[src/rtl/spi_pkg.sv]
// Shared definitions for the SPI configuration link: FSM encoding, default
// configuration word and the configuration register field layout.
package spi_pkg;

  localparam int unsigned ST_W = 3;

  localparam logic [ST_W-1:0] ST_IDLE     = 3'd0;
  localparam logic [ST_W-1:0] ST_SETUP    = 3'd1;
  localparam logic [ST_W-1:0] ST_SHIFT_HI = 3'd2;
  localparam logic [ST_W-1:0] ST_SHIFT_LO = 3'd3;
  localparam logic [ST_W-1:0] ST_HOLD     = 3'd4;
  localparam logic [ST_W-1:0] ST_GAP      = 3'd5;

  localparam int unsigned CFG_W = 32;
  localparam logic [CFG_W-1:0] SPI_DEFAULT_CFG = 32'hBBFC_0000;

  localparam int unsigned CFG_SEL_MSB     = 31;
  localparam int unsigned CFG_SEL_LSB     = 30;
  localparam int unsigned CFG_COLOUR_MSB  = 29;
  localparam int unsigned CFG_COLOUR_LSB  = 24;
  localparam int unsigned CFG_CHAR_WR_BIT = 21;
  localparam int unsigned CFG_CHAR_MSB    = 20;
  localparam int unsigned CFG_CHAR_LSB    = 15;

  // Bit layout of the peripheral's 32-bit configuration register.
  typedef struct packed {
    logic [1:0]  sel;
    logic [5:0]  colour;
    logic [1:0]  rsvd_hi;
    logic        char_wr;
    logic [5:0]  char_code;
    logic [14:0] rsvd_lo;
  } spi_cfg_t;

  function automatic logic [CFG_W-1:0] spi_cfg_pack(input logic [1:0] sel,
                                                    input logic [5:0] colour,
                                                    input logic       char_wr,
                                                    input logic [5:0] char_code);
    spi_cfg_t cfg;
    cfg           = '0;
    cfg.sel       = sel;
    cfg.colour    = colour;
    cfg.char_wr   = char_wr;
    cfg.char_code = char_code;
    return cfg;
  endfunction

endpackage

[src/rtl/spi_phase_timer.sv]
// Down-counter that times one SPI phase: reload on entry to a state, tick on
// the last of CLK_DIV cycles.
module spi_phase_timer #(
  parameter int unsigned CLK_DIV = 4
) (
  input  logic clk,
  input  logic rst_n,
  input  logic i_load,
  output logic o_tick_c
);

  localparam int unsigned PH_W = (CLK_DIV > 1) ? $clog2(CLK_DIV) : 1;

  logic [PH_W-1:0] r_count;

  always_ff @(posedge clk or negedge rst_n) begin
    if (!rst_n) begin
      r_count <= '0;
    end else if (i_load) begin
      r_count <= PH_W'(CLK_DIV - 1);
    end else if (r_count != '0) begin
      r_count <= r_count - PH_W'(1);
    end
  end

  assign o_tick_c = (r_count == '0);

endmodule

[src/rtl/spi_config_controller.sv]
// SPI mode-0 initiator: sends one MSB-first word per accepted request on
// sclk/mosi/ss and assembles the word returned on miso.
module spi_config_controller
  import spi_pkg::*;
#(
  parameter int unsigned DATA_WIDTH = 32,
  parameter int unsigned CLK_DIV    = 4
) (
  input  logic                  clk,
  input  logic                  rst_n,
  input  logic                  start,
  input  logic [DATA_WIDTH-1:0] tx_data,
  output logic                  ready,
  output logic                  busy,
  output logic                  done,
  output logic [DATA_WIDTH-1:0] rx_data,
  output logic                  sclk,
  output logic                  mosi,
  input  logic                  miso,
  output logic                  ss
);

  localparam int unsigned BC_W  = $clog2(DATA_WIDTH);
  localparam int unsigned TX_W  = DATA_WIDTH - 1;

  generate
    if (CLK_DIV < 2) begin : g_bad_clk_div
      $error("spi_config_controller: CLK_DIV must be >= 2");
    end
    if (DATA_WIDTH < 2) begin : g_bad_width
      $error("spi_config_controller: DATA_WIDTH must be >= 2");
    end
  endgenerate

  logic [ST_W-1:0]       r_state;
  logic [TX_W-1:0]       r_tx;
  logic [DATA_WIDTH-1:0] r_rx;
  logic [BC_W-1:0]       r_bit_cnt;
  logic                  r_ready;
  logic                  r_busy;
  logic                  r_done;
  logic [DATA_WIDTH-1:0] r_rx_data;
  logic                  r_sclk;
  logic                  r_mosi;
  logic                  r_ss;

  logic [ST_W-1:0]       w_state_nxt;
  logic [TX_W-1:0]       w_tx_nxt;
  logic [DATA_WIDTH-1:0] w_rx_nxt;
  logic [BC_W-1:0]       w_bit_cnt_nxt;
  logic                  w_done_nxt;
  logic [DATA_WIDTH-1:0] w_rx_data_nxt;
  logic                  w_mosi_nxt;
  logic                  w_ss_nxt;
  logic                  w_sclk_nxt;
  logic                  w_ready_nxt;
  logic                  w_load;
  logic                  w_tick;

  // Every state change enters a new timed phase, so it always reloads the timer.
  assign w_load = (w_state_nxt != r_state);

  spi_phase_timer #(
    .CLK_DIV (CLK_DIV)
  ) u_phase_timer (
    .clk      (clk),
    .rst_n    (rst_n),
    .i_load   (w_load),
    .o_tick_c (w_tick)
  );

  always_comb begin
    w_state_nxt   = r_state;
    w_tx_nxt      = r_tx;
    w_rx_nxt      = r_rx;
    w_bit_cnt_nxt = r_bit_cnt;
    w_done_nxt    = 1'b0;
    w_rx_data_nxt = r_rx_data;
    w_mosi_nxt    = r_mosi;

    case (r_state)
      ST_IDLE: begin
        if (start) begin
          w_state_nxt   = ST_SETUP;
          w_tx_nxt      = tx_data[TX_W-1:0];
          w_mosi_nxt    = tx_data[DATA_WIDTH-1];
          w_rx_nxt      = '0;
          w_bit_cnt_nxt = '0;
        end
      end
      ST_SETUP: begin
        if (w_tick) begin
          w_state_nxt = ST_SHIFT_HI;
        end
      end
      ST_SHIFT_HI: begin
        // Last high cycle: capture miso just before sclk falls.
        if (w_tick) begin
          w_rx_nxt = {r_rx[DATA_WIDTH-2:0], miso};
          if (r_bit_cnt == BC_W'(DATA_WIDTH - 1)) begin
            w_state_nxt = ST_HOLD;
          end else begin
            w_state_nxt   = ST_SHIFT_LO;
            w_bit_cnt_nxt = r_bit_cnt + BC_W'(1);
            w_mosi_nxt    = r_tx[TX_W-1];
            w_tx_nxt      = r_tx << 1;
          end
        end
      end
      ST_SHIFT_LO: begin
        if (w_tick) begin
          w_state_nxt = ST_SHIFT_HI;
        end
      end
      ST_HOLD: begin
        if (w_tick) begin
          w_state_nxt   = ST_GAP;
          w_mosi_nxt    = 1'b0;
          w_rx_data_nxt = r_rx;
          w_done_nxt    = 1'b1;
        end
      end
      ST_GAP: begin
        if (w_tick) begin
          w_state_nxt = ST_IDLE;
        end
      end
      default: begin
        w_state_nxt = ST_IDLE;
        w_mosi_nxt  = 1'b0;
      end
    endcase

    w_ss_nxt    = !((w_state_nxt == ST_SETUP) || (w_state_nxt == ST_SHIFT_HI) ||
                    (w_state_nxt == ST_SHIFT_LO) || (w_state_nxt == ST_HOLD));
    w_sclk_nxt  = (w_state_nxt == ST_SHIFT_HI);
    w_ready_nxt = (w_state_nxt == ST_IDLE);
  end

  always_ff @(posedge clk or negedge rst_n) begin
    if (!rst_n) begin
      r_state   <= ST_IDLE;
      r_tx      <= '0;
      r_rx      <= '0;
      r_bit_cnt <= '0;
      r_ready   <= 1'b1;
      r_busy    <= 1'b0;
      r_done    <= 1'b0;
      r_rx_data <= '0;
      r_sclk    <= 1'b0;
      r_mosi    <= 1'b0;
      r_ss      <= 1'b1;
    end else begin
      r_state   <= w_state_nxt;
      r_tx      <= w_tx_nxt;
      r_rx      <= w_rx_nxt;
      r_bit_cnt <= w_bit_cnt_nxt;
      r_ready   <= w_ready_nxt;
      r_busy    <= !w_ready_nxt;
      r_done    <= w_done_nxt;
      r_rx_data <= w_rx_data_nxt;
      r_sclk    <= w_sclk_nxt;
      r_mosi    <= w_mosi_nxt;
      r_ss      <= w_ss_nxt;
    end
  end

  assign ready   = r_ready;
  assign busy    = r_busy;
  assign done    = r_done;
  assign rx_data = r_rx_data;
  assign sclk    = r_sclk;
  assign mosi    = r_mosi;
  assign ss      = r_ss;

endmodule

[config.mk]
export PLATFORM = sky130hd
export DESIGN_NAME = spi_config_controller
export DESIGN_NICKNAME = d
export VERILOG_FILES = /design/src/rtl/spi_pkg.sv /design/src/rtl/spi_phase_timer.sv /design/src/rtl/spi_config_controller.sv
export SDC_FILE = /design/constraint.sdc
export NUM_CORES = 1
export LEC_CHECK = 0
export ABC_CLOCK_PERIOD_IN_PS = 4100
export BUFFER_PORTS_ARGS = -buffer_cell sky130_fd_sc_hd__buf_2
export CORE_MARGIN = 2
export CORE_UTILIZATION = 60
export DETAILED_ROUTE_END_ITERATION = 10
export GPL_ROUTABILITY_DRIVEN = 1
export PLACE_DENSITY = 0.83
export REMOVE_ABC_BUFFERS = 1
export SLEW_MARGIN = 25
export SYNTH_ARGS = -nofsm -noshare
export SYNTH_HDL_FRONTEND = slang
export SYNTH_SLANG_ARGS = --single-unit
[constraint.sdc]
create_clock -name clk -period 4.1 [get_ports clk]
set_input_delay 0.205 -clock clk [delete_from_list [all_inputs] [get_ports clk]]
set_output_delay 0.205 -clock clk [all_outputs]
set_load 0.1 [all_outputs]
# [Word level (Yosys, flattened, before mapping)]
# Cells that the tools add are included.
# Widths: inputs -> output; s select.
[totals] reg_bits=111 in_bits=36 elab_cells=74
[classes] add_sub_neg=2 n_eq_ne=15 muxes=27 n_bitwise=1 reduce_logical=17
[op_table] operator="$mux 31" count=3
[op_table] operator="$mux 32" count=2
[op_table] operator="$pmux 32 s2" count=1
[op_table] operator="$pmux 31 s2" count=1
[op_table] operator="$mux 3" count=6
[op_table] operator="$mux 5" count=3
[op_table] operator="$pmux 3 s5" count=1
[op_table] operator="$eq 3x2->1 const B" count=4
[op_table] operator="$pmux 5 s2" count=1
[op_table] operator="$eq 3x3->1 const B" count=3
[op_table] operator="$eq 3x1->1 const B" count=2
[op_table] operator="$logic_not 3->1" count=2
[op_table] operator="$mux 1" count=6
[op_table] operator="$reduce_bool 2->1" count=3
[op_table] operator="$add 5x1->5 const B" count=1
[op_table] operator="$eq 5x5->1 const B" count=1
[op_table] operator="$reduce_and 5->1" count=1
[op_table] operator="$mux 2" count=2
[op_table] operator="$ne 2x1->1 const B" count=2
[op_table] operator="$ne 2x2->1 const B" count=2
[op_table] operator="$pmux 1 s4" count=1
[op_table] operator="$reduce_and 4->1" count=1
[op_table] operator="$logic_or 1x1->1" count=3
[op_table] operator="$ne 3x3->1" count=1
[op_table] operator="other kinds (8)" count=9

# [Logic depth before layout (Yosys ltp)]
# Gate-level depths: netlist (run 1).
[logic_depth] ltp_word=9 depth_mapped=8 depth_no_buf=7

# [Cells and area by module]
# From an unflattened synthesis (run 1), not the netlist that was laid out.
[unflattened] cells_unflattened=385 area_unflattened_um2=5052.3
[by_module_without_submodules] mod="spi_config_controller" n_inst=1 cells_each=375 area_per_inst_um2=4947.2 seq_area_each_um2=2730.1
[by_module_without_submodules] mod="spi_phase_timer" n_inst=1 cells_each=10 area_per_inst_um2=105.1 seq_area_each_um2=50.0

# [Worst setup path before layout (run 1)]
# OpenSTA, ideal clock, no wires.
[synth_path] kind="reg2reg" startpoint="register r_bit_cnt[0]" endpoint="register r_tx[19]" setup_ps=126 arrival_ps=1806 required_ps=3974 slack_ps=2168 path_stages_with_launch=9 n_path_buf=2 path_cell_list="dfrtp_1 -> ha_1 -> and3_1 -> ha_1 -> nand3b_1 -> a21oi_2 -> buf_2 -> buf_2 -> a21oi_1"
[synth_via] elab_chain_cells=3
[synth_rtl] element="from (decl)" line="spi_config_controller.sv:38" rtl="logic [BC_W-1:0] r_bit_cnt;"
[synth_rtl] element="from (signal assigned)" line="spi_config_controller.sv:157" rtl="r_bit_cnt <= w_bit_cnt_nxt;"
[synth_rtl] element="$eq 5x5->1" line="spi_config_controller.sv:100" rtl="if (r_bit_cnt == BC_W'(DATA_WIDTH - 1)) begin"
[synth_rtl] element="$ne 2x2->1 (no line)"
[synth_rtl] element="$reduce_and 4->1 (no line)"
[synth_rtl] element="to (signal assigned)" line="spi_config_controller.sv:155" rtl="r_tx <= w_tx_nxt;"
[synth_rtl] element="to (decl)" line="spi_config_controller.sv:36" rtl="logic [TX_W-1:0] r_tx;"
# No other way between the ends.
# A chain may end at the register's enable or synchronous reset.

# [Worst setup path in the final report (run 1)]
[layout_path] startpoint="register r_bit_cnt[0]" endpoint="register r_tx[26]"
# Same word-level chain as after synthesis.

==> results.toml, run 1 <==
[status]
outcome = "completed"

[drt]
ant_nets = 0
first_pass_iters = 4
num_vias = 3175
wl_um = 8380
drc = 0
drt-initial-drc-count = 172
via_per_inst = 5.32
wire_per_inst_um = 14.0

[worst_setup_path]
r2r-end = "r_tx[26]"
startpoint = "r_bit_cnt[0]"
worstSetupEndpoint = "r_tx[26]"
path_class = "reg -> reg"
r2r_slack_ps = 1400
crit_arrival_ps = 2990
worstPathRequired_ps = 4390
path_max_fanout = 35
crit_path_start_kind = "flop"
regToRegStartpoint = "r_bit_cnt[0]"
ff2ff_path_depth = 8
worstSetupEndpointType = "flop"

[clock_tree]
cts_made_buffers = 9
cts.sinks = 111
clock_path_buffers = 2
clk_pin_slew_ps = 110
cts_tree = "built"
insertion_delay_ps = 370
cts_root_buffer = "clkbuf_8"
cts_max_level = 3

[yosys]
syn_inst = 430
async_flop_share_pct = 100
synth_seq_cells = 111
ys_types = 37
yosys_warnings = 0
synth_most_common_cell = "dfrtp_1"
yosysSeqAreaShare_pct = 58.1
yosysTopAreaCell = "dfrtp_1"
netlist_area_um2 = 4780
synth_edf_count = 0
synthFlopType = "dfrtp_1"
syn_area_per_cell_um2 = 11.1
synth_area_leaders = "dfrtp_1 (57%), mux2_2 (8.0%), mux2i_1 (6.9%), nand2_1 (5.7%), a21oi_1 (3.5%)"
synthTopCellsByCount = "dfrtp_1 (109), nand2_1 (73), mux2_2 (34), nor2_1 (34)"
yosysTopAreaCellShare_pct = 57.0

[placement]
dp.final_hpwl_um = 5420
dp.cells = 579
io_buffers = 73
placed_area_um2 = 5110
gp_congestion = 0.862

[grt]
antenna_found_initial = 0
grt_max_degree = 84
grt.total_usage_pct = 21.2
grt_pass1_vias = 3198
grt_pass1_wl_um = 14700
overflow = 0

[timing]
max_freq_mhz = 370
clock_skew_ps = 14.6
period_share_pct = 65.9
drv_slew = 0
setup_tns_ps = 0
max_slew.worst_pin.slew_ps = 743
rsz0062_at_grt = "false"
fin_crit_ps = 2700
max_slew_margin_pct = 50.4
setup_viol_count_final = 0
hold_viol_final = 0

[floorplanning]
initial_core_util_pct = 61.9
fp.dieH_um = 93.3
io_pins = 74
die_w_um = 93.3
core_area_um2 = 7730
die-area_um2 = 8700
num_rows = 32

[finish]
final_util_pct = 69.2
nets = 530
drive_above_1_share_pct = 27.3
synthToLayoutAreaGrowth_pct = 11.7
fillers = 586
antenna_cells = 0
stdcell_count = 597
design_area_um2 = 5340

[min_path]
hold_path_depth = 3
hp-start = "tx_data[0]"
hold_path.class = "in -> reg"

[power_and_ir_drop]
power_density_nw_per_um2 = 611
p_leak_nw = 2.60
max-vdd-ir-drop_uv = 279

[run]
max_cap_violations = 0
==> state kept, by name, indices dropped and copies added, names as in the netlist <==
register and count:
r_state 3, u_phase_timer.r_count 2, r_rx 32, busy 1, r_bit_cnt 5, r_tx 31
ss 1, rx_data 32, sclk 1, ready 1, mosi 1, done 1
==> routing by layer <==
metal  vias up  GRT usage (%)  share of wire, %
met4         0           4.53              0.36
li1       1563              -                 -
met1      1547           29.1                45
met3         2           5.48               4.7
met2        63           34.5                50
met5         -              0                 0
==> critical path, cell delays in order (launching register included) <==
cell and delay, ps:
dfrtp_1 420, ha_1 220, and3_1 200, ha_1 210
nand3b_1 260, a21oi_4 670, buf_4 440, nor2_1 70
a21oi_1 130
==> final cells by class <==
type                    count  area (um2)  share of cell area [%]
clock buffers               9         124                    2.32
clock inverters             7        72.6                    1.36
inverters                   9        33.8                   0.632
multi-input cells         281        1780                    33.3
flip-flops and latches    111        2780                    52.0
well taps                 102         128                    2.39
repair buffers             78         424                    7.94
==> what timing repair did <==
item,4_1_cts,5_1_grt
gates resized for setup,0,0
buffers inserted,0,0
endpoints found under the setup margin,0,0
hold buffers,0,1
hold endpoints to repair,0,82
==> worst min path at each step <==
stage                  end
2_1_floorplan         busy
3_3_place_gp       r_tx[0]
3_5_place_dp   rx_data[23]
4_1_cts        rx_data[23]
5_1_grt            r_tx[0]
6_report           r_tx[0]
==> per-stage QoR <==
stage | setup slack, ps | hold slack, ps | power (mW)
2_1_floorplan | 1180 | -90.6 | 2.34
6_report | 1400 | 57.9 | 3.26
3_5_place_dp | 1450 | 438 | 2.61
3_3_place_gp | 1580 | 424 | 2.53
5_1_grt | 1150 | 50.2 | 3.49
4_1_cts | 1410 | 26.5 | 3.25
==> cells in the final DEF (no fill, tap or decap), drive strengths merged <==
cell type / netlist / routed
nand3b: 1 / 1
o32ai: 1 / 1
dfrtp: 109 / 109
nor3b: 2 / 2
xor2: 2 / 2
ha: 4 / 4
o221ai: 1 / 1
a21oi: 34 / 34
and2: 1 / 1
nor2: 35 / 35
inv: 9 / 13
mux2i: 33 / 33
o21a: 1 / 1
and3: 1 / 1
or2: 2 / 2
a211oi: 2 / 2
mux2: 34 / 34
a21o: 2 / 2
a21bo: 1 / 1
or3: 1 / 1
clkinv: 0 / 3
buf: 29 / 77
xnor2: 2 / 2
clkbuf: 0 / 9
nor3: 4 / 4
nand2b: 2 / 2
o21ai: 38 / 38
dfstp: 2 / 2
dlygate4sd3: 0 / 1
nand3: 4 / 4
nand2: 73 / 73
==> logic make-up after synthesis <==
family | after synthesis | share of synthesized area, %
AO/OA/AOI/OAI | 80 | 8.97
XOR/XNOR | 4 | 0.733
adder cells (fa/ha/maj) | 4 | 1.05
buffers and inverters | 38 | 5.05
flip-flops | 111 | 58.1
multiplexers | 67 | 14.9
AND/OR/NAND/NOR | 126 | 11.1
==> where the power goes <==
group	internal [mW]	switching, mW
clock network	0.242	0.407
registers	1.40	0.205
logic	0.387	0.623
total	2.03	1.23
No activity file was read; power rests on OpenSTA's default activity.
==> inputs of run 2 (changes only) <==
- ABC_CLOCK_PERIOD_IN_PS: 4100 -> 2800
- CORE_UTILIZATION: 60 -> 56
- PLACE_DENSITY: 0.83 -> 0.78
- clock period: 4.1 -> 2.8 ns (I/O delays scaled with it)
==> run 2 against run 1 <==
Net effect: register-to-register slack got worse by 710 ps; fmax rose by 28%; critical path depth fell by 2.
==> results.toml, run 2 (synthesis results as in run 1) <==
[status]
outcome = "completed"

[grt]
grt_max_degree = 70
antenna_found_initial = 0
grt_pass1_wl_um = 14600
grt.total_usage_pct = 20.3
grt_pass1_vias = 3249
overflow = 0

[floorplanning]
num_rows = 33
die_w_um = 96.4
initial_core_util_pct = 57.9
core_area_um2 = 8260
io_pins = 74
die-area_um2 = 9290
fp.dieH_um = 96.4

[power_and_ir_drop]
max-vdd-ir-drop_uv = 481
power_frac_seq_pct = 49.0
p_leak_nw = 2.64
power_density_nw_per_um2 = 885
combPwrFrac_pct = 31.5
intPower_mw = 3.01
p_switching_mw = 1.79
clkPwrFrac_pct = 19.4
swShare_pct = 37.3

[placement]
io_buffers = 73
placed_area_um2 = 5190
dp.final_hpwl_um = 5620
dp.cells = 586
gp_congestion = 0.790

[finish]
design_area_um2 = 5420
nets = 535
final_cell_mix = "dfrtp_1 (109), nand2_1 (73), buf_2 (72)"
stdcell_count = 605
synthToLayoutAreaGrowth_pct = 13.3
fillers = 670
final_util_pct = 65.6
layout_commonest_cell = "dfrtp_1"
drive_above_1_share_pct = 27.6
antenna_cells = 0

[clock_tree]
cts_max_level = 3
cts.sinks = 111
cts_root_buffer = "clkbuf_8"
insertion_delay_ps = 360
cts_tree = "built"
clock_path_buffers = 2
clk_pin_slew_ps = 110
cts_resized = 0
cts_made_buffers = 9

[worst_setup_path]
path_max_fanout = 33
crit_arrival_ps = 2360
worstSetupEndpointType = "flop"
r2r_slack_ps = 680
crit_path_start_kind = "flop"
path_class = "reg -> reg"
worstPathRequired_ps = 3040

[timing]
clock_skew_ps = 14.3
setup_tns_ps = 0
max_slew.worst_pin.slew_ps = 567
hold_viol_final = 0
max_slew_margin_pct = 62.2
setup_viol_count_final = 0
max_freq_mhz = 473
drv_slew = 0
rsz0062_at_grt = "false"
period_share_pct = 75.5
fin_hold_ws_ps = 65.0
fin_crit_ps = 2120

[drt]
drc = 0
wire_per_inst_um = 13.9
ant_nets = 0
drt-initial-drc-count = 100
first_pass_iters = 4
wl_um = 8440
num_vias = 3211
via_per_inst = 5.31

[min_path]
hold_path.class = "in -> reg"

[run]
max_cap_violations = 0
-- run 2: cell types whose count changed in the layout (fill, tap and decap cells not counted) --
cell	previous run	this run
dlygate4sd3_1	1	3
clkinv_4	1	0
buf_4	3	4
buf_12	1	4
inv_8	3	0
a21o_4	1	0
buf_6	1	0
a21o_2	0	1
clkinv_8	1	2
inv_6	1	4
-- run 2: worst paths after layout --
check / from / depth (start not counted) / endpoint
setup / recovery: u_phase_timer.r_count[0] / 6 / rx_data[8]
hold / removal: tx_data[21] / 3 / r_tx[21]
min in group asynchronous: rst_n / 2 / r_tx[28]
max in group asynchronous: rst_n / 3 / ss
hold reg to reg: r_rx[31] / 2 / r_rx[31]
setup reg to reg: u_phase_timer.r_count[0] / 6 / rx_data[8]
-- run 2: final cells by class --
type                            instances  area [um2]  area share (%)
Sequential cell                       111        2780            51.3
Timing Repair Buffer                   83         500            9.24
Inverter                                9        33.8           0.624
Multi-Input combinational cell        281        1780            32.8
Clock inverter                          7        72.6            1.34
Clock buffer                            9         124            2.29
Tap cell                              105         131            2.42
-- run 2: timing repair --
| item | in CTS | in global routing |
|---|---|---|
| hold buffers | 3 | 0 |
| setup buffers | 0 | 0 |
| hold endpoints to repair | 44 | 0 |
| endpoints found under the setup margin | 0 | 0 |
-- run 2: worst max-delay path, cell delays in order (launching register included) --
cell     delay (ps)
dfrtp_1         410
inv_1            70
ha_1            390
nand2_1         180
nor3_4          130
buf_4           410
mux2_2          400
-- run 2: metrics by stage --
stage	setup slack (ps)	power (mW)
5_1_grt	518	5.16
6_report	685	4.79
3_3_place_gp	777	3.81
4_1_cts	684	4.84
3_5_place_dp	700	3.91
2_1_floorplan	-119	3.42
-- run 2: power groups by stage --
stage,Combinational [mW],Sequential [mW],Clock (mW)
2_1_floorplan,1.03,2.40,0
3_3_place_gp,1.46,2.35,0
3_5_place_dp,1.52,2.39,0
4_1_cts,1.53,2.35,0.959
5_1_grt,1.72,2.42,1.02
6_report,1.51,2.35,0.932
-- run 2: routing by layer --
layer  part of all wire, %  GRT usage [%]  up-vias
li1                      -              -     1578
met1                    45           26.8     1568
met2                    49           33.6       56
met3                   4.2           4.11        9
met4                   1.1           7.04        0
met5                     0              0        -
==> inputs of run 3 (changes only) <==
- ABC_CLOCK_PERIOD_IN_PS: 2800 -> 2000
- clock period: 2.8 -> 2 ns (I/O delays scaled with it)
==> run 3 against run 2 <==
Net effect: largest power group unchanged; combinational power grew 100%; global-route usage is essentially flat; the run now ends with negative setup slack left; sequential cell count is the same; first-iteration DRC count grew 68%; setup slack lost 790 ps; highest routed layer unchanged; count of clock-buffer cells in the layout grew 1.
==> results.toml, run 3 (synthesis results as in run 1) <==
[drt]
ant_nets = 0
wl_um = 9870
num_vias = 3352
via_per_inst = 5.42
wire_per_inst_um = 15.9
drc = 0
drt-initial-drc-count = 168
first_pass_iters = 4

[power_and_ir_drop]
power_frac_seq_pct = 43.5
clkPwrFrac_pct = 16.7
p_leak_nw = 2.77
power_density_nw_per_um2 = 1300
swShare_pct = 38.9
p_switching_mw = 3.02
combPwrFrac_pct = 39.8
fin_total_pwr_mw = 7.78
intPower_mw = 4.75
max-vdd-ir-drop_uv = 753

[worst_setup_path]
ff2ff_path_depth = 7
crit_path_start_kind = "flop"
path_class = "reg -> reg"
r2r_slack_ps = -110
regToRegStartpoint = "r_bit_cnt[1]"
r2r-end = "r_bit_cnt[3]"
crit_arrival_ps = 2360
worstPathRequired_ps = 2250
worstSetupEndpointType = "flop"
path_max_fanout = 3

[finish]
synthToLayoutAreaGrowth_pct = 25.2
antenna_cells = 0
nets = 549
stdcell_count = 619
final_cell_mix = "dfrtp_1 (109), nand2_1 (72), buf_2 (72)"
design_area_um2 = 5990
drive_above_1_share_pct = 42.6
multi_input_area_um2 = 2100
fillers = 558
layout_commonest_cell = "dfrtp_1"
final_util_pct = 72.5
seq_area_um2 = 2780

[grt]
overflow = 0
grt_pass1_wl_um = 14500
grt.total_usage_pct = 20.3
grt_pass1_vias = 3256
antenna_found_initial = 0
grt_max_degree = 112

[min_path]
hold_path_depth = 3
holdPathEnd = "r_tx[18]"
hold_path.class = "in -> reg"
hp-start = "tx_data[18]"

[placement]
dp.final_hpwl_um = 5240
placed_area_um2 = 5230
dp.cells = 588
gp_congestion = 0.739
io_buffers = 73

[timing]
clock_skew_ps = 7.18
hold_viol_final = 0
max_slew.worst_pin.slew_ps = 599
fin_hold_ws_ps = 31.0
period_share_pct = 105
fin_crit_ps = 2110
setup_slack_ps = -105
max_freq_mhz = 475
rsz0062_at_grt = "true"
max_slew_margin_pct = 60.1
setup_viol_count_final = 36
drv_slew = 0

[floorplanning]
num_rows = 33
fp.dieH_um = 96.4
die-area_um2 = 9290
die_w_um = 96.4
io_pins = 74
initial_core_util_pct = 57.9
core_area_um2 = 8260

[clock_tree]
cts_tree = "built"
cts_root_buffer = "clkbuf_8"
clk_pin_slew_ps = 110
cts.sinks = 111
cts_max_level = 3
cts_made_buffers = 9
insertion_delay_ps = 370
clock_path_buffers = 2

[status]
outcome = "complete, but fails checks"
violations = "negative setup slack"

[run]
max_cap_violations = 0
## run 3: cell types whose count changed in the layout (fill, tap and decap cells not counted), sizes merged
| cell | delta |
|---|---|
| buf | +10 |
| clkbuf | +5 |
| clkinv | -2 |
| clkinvlp | +1 |
## run 3: worst max-delay path, stage by stage (launching register included)
cell	delay [ps]
dfrtp_1	400
ha_2	200
and3_4	190
ha_4	160
nand3b_1	290
a211oi_1	480
xnor2_1	200
nor2_1	60
## run 3: per-stage QoR
stage | setup WS, ps | TNS [ps]
6_report | -105 | -2390
5_1_grt | -181 | -5170
3_3_place_gp | 101 | 0
2_1_floorplan | -919 | -55570
4_1_cts | 15.3 | 0
3_5_place_dp | -29.4 | -90.6
## run 3: power groups by stage
stage	logic [mW]	registers (mW)	clock network, mW
6_report	3.09	3.39	1.30
2_1_floorplan	1.44	3.35	0
5_1_grt	3.38	3.46	1.41
4_1_cts	2.39	3.25	1.33
3_5_place_dp	2.23	3.29	0
3_3_place_gp	2.11	3.27	0
## run 3: repair_timing
item | in CTS | in global routing
setup endpoints to repair | 21 | 71
buffers inserted | 3 | 3
pin swaps | 1 | 6
endpoints found under the hold margin | 111 | 0
gates resized for setup | 4 | 89
hold buffers | 3 | 0
cloned | 2 | 4
## run 3: final cells by class
cell class	count	share of cell area, %
clock buffer	10	2.30
multi-input combinational	281	35.1
clock inverter	6	0.836
timing repair buffer	97	12.6
sequential	111	46.4
tap	105	2.19
inverter	9	0.564
## run 3: worst max path at each step
| stage | from | end | slack, ps | depth (start not counted) |
|---|---|---|---|---|
| after floorplan | r_bit_cnt[0] | r_bit_cnt[0] | -920 | 6 |
| after global placement | r_bit_cnt[0] | r_tx[16] | 100 | 8 |
| after detailed placement | r_bit_cnt[1] | r_tx[5] | -30 | 8 |
| after CTS | r_bit_cnt[0] | r_bit_cnt[2] | 20 | 8 |
| after global routing | r_bit_cnt[1] | r_tx[17] | -180 | 9 |
| final | r_bit_cnt[1] | r_bit_cnt[3] | -110 | 7 |
## run 3: routing by layer
metal,global-route usage (%),share of wire [%],vias to the layer above
met1,27.2,45,1666
met4,7.51,1.9,0
met5,0,0,-
met3,4.81,3.8,16
met2,32.5,49,61
li1,-,-,1609
